`src/rtl/and_result_serializer.sv`:
```
// and_result_serializer: takes one AND-stage result word over a
// valid/ready handshake and shifts it out MSB first, counting the ones.
//
// Ports:
//   clk, rst_n  clock (rising edge); asynchronous active-low reset
//   in_valid    input word is valid
//   in_ready    block can accept a word (IDLE only)
//   in_data     WIDTH-bit word to serialise
//   ser_out     current serial bit, the shift register MSB
//   ser_valid   ser_out is valid (SHIFT only)
//   ser_ready   consumer takes ser_out on this edge
//   done        one-cycle pulse after the last bit is taken
//   ones_count  set bits sent from the current or most recent word
//   busy        high in SHIFT or DONE
module and_result_serializer #(
  parameter int WIDTH = 8,
  localparam int CW = $clog2(WIDTH + 1),
  localparam int BW = $clog2(WIDTH)
) (
  input  logic             clk,
  input  logic             rst_n,
  input  logic             in_valid,
  output logic             in_ready,
  input  logic [WIDTH-1:0] in_data,
  output logic             ser_out,
  output logic             ser_valid,
  input  logic             ser_ready,
  output logic             done,
  output logic [CW-1:0]    ones_count,
  output logic             busy
);

  typedef enum logic [1:0] {
    IDLE  = 2'd0,
    SHIFT = 2'd1,
    DONE  = 2'd2
  } state_e;

  localparam logic [BW-1:0] LAST = BW'(WIDTH - 1);

  state_e           state_q, state_d;
  logic [WIDTH-1:0] shreg_q, shreg_d;
  logic [BW-1:0]    cnt_q, cnt_d;
  logic [CW-1:0]    ones_q, ones_d;

  logic msb;
  logic beat;

  assign msb  = shreg_q[WIDTH-1];
  // A beat is taken only while SHIFT presents a bit.
  assign beat = (state_q == SHIFT) && ser_ready;

  always_ff @(posedge clk or negedge rst_n) begin
    if (!rst_n) begin
      state_q <= IDLE;
      shreg_q <= '0;
      cnt_q   <= '0;
      ones_q  <= '0;
    end else begin
      state_q <= state_d;
      shreg_q <= shreg_d;
      cnt_q   <= cnt_d;
      ones_q  <= ones_d;
    end
  end

  always_comb begin
    state_d = state_q;
    shreg_d = shreg_q;
    cnt_d   = cnt_q;
    ones_d  = ones_q;
    unique case (state_q)
      IDLE: begin
        if (in_valid) begin
          shreg_d = in_data;
          cnt_d   = '0;
          ones_d  = '0;
          state_d = SHIFT;
        end
      end
      SHIFT: begin
        if (beat) begin
          shreg_d = {shreg_q[WIDTH-2:0], 1'b0};
          ones_d  = ones_q + CW'(msb);
          cnt_d   = cnt_q + BW'(1);
          if (cnt_q == LAST) begin
            state_d = DONE;
          end
        end
      end
      DONE: begin
        state_d = IDLE;
      end
      default: begin
        state_d = IDLE;
      end
    endcase
  end

  // Outputs decode only registered state, so no input reaches them
  // combinationally. After a full word the shift register is all
  // zeros, which keeps ser_out low outside SHIFT.
  assign in_ready   = (state_q == IDLE);
  assign ser_valid  = (state_q == SHIFT);
  assign ser_out    = msb;
  assign done       = (state_q == DONE);
  assign busy       = (state_q != IDLE);
  assign ones_count = ones_q;

endmodule

```
`config.mk`:
```
export PLATFORM = sky130hd
export DESIGN_NAME = and_result_serializer
export DESIGN_NICKNAME = d
export VERILOG_FILES = /design/src/rtl/and_result_serializer.sv
export SDC_FILE = /design/constraint.sdc
export NUM_CORES = 1
export LEC_CHECK = 0
export BUFFER_PORTS_ARGS = -buffer_cell sky130_fd_sc_hd__buf_4
export CAP_MARGIN = 5
export CORE_AREA = 2 2 53 55
export DETAILED_ROUTE_END_ITERATION = 12
export DIE_AREA = 0 0 55 57
export PLACE_DENSITY = 0.55
export SKIP_LAST_GASP = 1
export SYNTH_ARGS = -nofsm -noshare
export SYNTH_HDL_FRONTEND = slang
export SYNTH_SLANG_ARGS = --single-unit
export TNS_END_PERCENT = 20
```
`constraint.sdc`:
```
create_clock -name clk -period 1.9 [get_ports clk]
set_input_delay 0.475 -clock clk [delete_from_list [all_inputs] [get_ports clk]]
set_output_delay 0.475 -clock clk [all_outputs]
set_load 0.02 [all_outputs]
```
==> results.py <==
metrics = {
    "floorplanning": {
        "io_pins": 21,
        "dieArea_um2": 3135,
        "core_area_um2": 2615,
        "dieWidth_um": 55,
        "num_rows": 19,
        "fp.dieH_um": 57,
        "start_util": 0.3679,
    },
    "drt": {
        "first_pass_iters": 4,
        "wire_per_inst_um": 14.00,
        "via_count": 650,
        "drt_wl_total_mm": 1.834,
        "ant_nets": 0,
        "via_per_inst": 4.962,
        "route.detailed.drc": 0,
        "drt_iter0_markers": 6,
    },
    "yosys": {
        "ys_ff_latch": 17,
        "syn_nets": 94,
        "synth_cells": 78,
        "synth_xor_area_frac": 0,
        "yosysWarningCount": 0,
        "ys_top_cells_by_area": "dfrtp_1, mux2_4, ha_1, mux2i_1, a22o_1",
        "synth.distinct_cells": 26,
        "synth_compound_area_frac": 0.08322,
        "synth_top_area_frac": 0.4421,
        "yosysSeqAreaShare": 0.4421,
        "netlist_area_um2": 962.2,
        "synth_top_area_cell": "dfrtp_1",
        "synth_top_family_by_area": "multiplexers",
        "synth.avg_cell_area_um2": 12.34,
        "yosys.area_share.simple": 0.1209,
        "synthMuxAreaShare": 0.2614,
        "synthAdderAreaFrac": 0.05202,
    },
    "layout": {
        "post-route-util": 0.4478,
        "antennaDiodeCount": 0,
        "final_layout_size_suffix_gt1_frac": 0.4300,
        "final-seq-area_um2": 425.4,
        "syn_to_final_growth_pct": 21.72,
        "nFillCells": 259,
        "final_common_cell": "buf_4",
        "design_area_um2": 1171,
        "final_cells": 131,
        "layout_common_cells": "buf_4, dfrtp_1, mux2_4",
        "multi_input_area_um2": 500.5,
        "finalNetCount": 117,
    },
    "timing": {
        "rsz0062_at_grt": "false",
        "hold_viol_final": 0,
        "worst_slack_ns": 0.08014,
        "setup_tns_ns": 0,
        "drv_slew": 0,
        "min_period_over_period": 0.9578,
        "max_freq_mhz": 549.5,
        "worst_slew_pin_slew_ns": 0.5214,
        "setup_viol_count_final": 0,
        "slew_headroom": 0.6425,
        "period_minus_slack_ns": 1.820,
        "fin_skew_ns": 0.0008917,
    },
    "global_routing": {
        "grt_pass1_wl_mm": 3.036,
        "grt-ovfl-total": 0,
        "grt_max_degree": 18,
        "grt_use_total": 0.1336,
        "antenna_found_initial": 0,
        "grt_pass1_vias": 621,
    },
    "placement": {
        "dpl.hpwl_mm": 1.283,
        "dpl_cell_area_um2": 1142,
        "port_buffers": 20,
        "numPlacedInstances": 127,
        "place.gp.congestion": 0.6972,
        "place_ws_ns": 0.2200,
    },
    "outcome": {
        "status": "finished clean",
    },
    "power": {
        "p_sw_w": 0.0005909,
        "p_clk_frac": 0.115,
        "swShare": 0.3518,
        "combPwrFrac": 0.519,
        "p_int_w": 0.001089,
        "p_leak_nw": 0.6041,
        "vdd_drop_max_mv": 0.6887,
        "power_density_nw_per_um2": 1434,
        "seq_power_share": 0.365,
    },
    "critical_path": {
        "worst-path-max-fanout": 14,
        "worst_ep_arrival_time_ns": 1.34,
        "endpoint_kind": "output pin",
        "required_ns": 1.42,
        "critPathKind": "register to output pin",
        "startpoint_type": "register",
    },
    "clock_network": {
        "cts.sinks": 17,
        "cts_made_buffers": 3,
        "clock_path_buffers": 2,
        "cts-root-buf": "clkbuf_4",
        "tritoncts": "done",
        "htreeDepth": 1,
        "clock_latency_ns": 0.28,
        "clk_pin_slew_worst_paths_ns": 0.10,
    },
    "hold_path": {
        "min_path_type": "primary input to asynchronous set/reset pin",
    },
    "run": {
        "maxCapViolCount": 0,
    },
}
power groups by stage:
stage / sequential [W] / clock (W) / combinational (W)
after detailed placement: 0.000619 / 0 / 0.000878
final: 0.000613 / 0.000194 / 0.000872
after floorplan: 0.000656 / 0 / 0.000614
after CTS: 0.000614 / 0.000206 / 0.000882
after global placement: 0.000617 / 0 / 0.000857
after global routing: 0.000634 / 0.000228 / 0.000955
worst paths after layout:
path,cells after the start,endpoint,slack [ns],startpoint
setup / recovery,4,in_ready,0.08,state_q[1]
hold / removal,1,shreg_q[1],0.03,rst_n
setup reg to reg,4,shreg_q[5],0.23,state_q[0]
hold reg to reg,1,shreg_q[3],0.52,shreg_q[3]
max in group asynchronous,1,ones_count[0],1.68,rst_n
min in group clk,2,state_q[0],0.48,ser_ready
layer usage:
layer | vias to the layer above | global-route usage | part of all wire
li1 | 323 | - | -
met1 | 311 | 0.2085 | 0.48
met2 | 14 | 0.1820 | 0.46
met3 | 2 | 0.02356 | 0.055
met4 | 0 | 0.05226 | 0.0033
met5 | - | 0 | 0
state kept, by name, indices dropped and copies added, names as in the netlist:
signal,count
shreg_q,8
state_q,2
ones_count,4
cnt_q,3
worst max-delay path, cell delays in order (launching register included):
cell	delay, ns
dfrtp_1	0.39
buf_4	0.18
or2_2	0.31
inv_1	0.06
buf_4	0.13
cell usage after synthesis:
cell type and n:
dfrtp_1 17, mux2i_1 3, nand2_1 5, buf_6 1, a31oi_1 1, buf_2 1, o21ai_0 5, and2b_1 1
and3_1 1, o311ai_0 1, ha_1 4, nor2b_1 2, nor2_4 1, o21bai_1 1, nand2b_1 2, mux2_2 1
nand4b_1 3, nand3_1 1, nor2_1 1, clkbuf_1 2, a22o_1 3, or2_2 1, o22ai_1 1, nand4_1 1
mux2_4 14, inv_1 4
repair_timing:
action                     4_1_cts  5_1_grt
hold buffers                     0        0
resized for setup                1        0
buffers inserted                 0        0
setup endpoints to repair        1        0
cell families after synthesis:
| group | after synthesis |
|---|---|
| AND/OR/NAND/NOR | 19 |
| multiplexers | 18 |
| flip-flops | 17 |
| AO/OA/AOI/OAI | 12 |
| buffers and inverters | 8 |
| adder cells (fa/ha/maj) | 4 |
per-stage QoR:
step	hold slack (ns)	total power (W)
2_1_floorplan	0.1794	0.001269
3_3_place_gp	0.3549	0.001474
3_5_place_dp	0.3541	0.001497
4_1_cts	0.02649	0.001703
5_1_grt	0.02730	0.001817
6_report	0.03249	0.001680
final cells by class:
class                      instances  area share
clock buffer                       4     0.02244
timing repair buffer              22      0.1410
tap                               31     0.03312
multi-input combinational         53      0.4274
inverter                           4     0.01282
sequential                        17      0.3632
(Power assumes the default switching activity.)
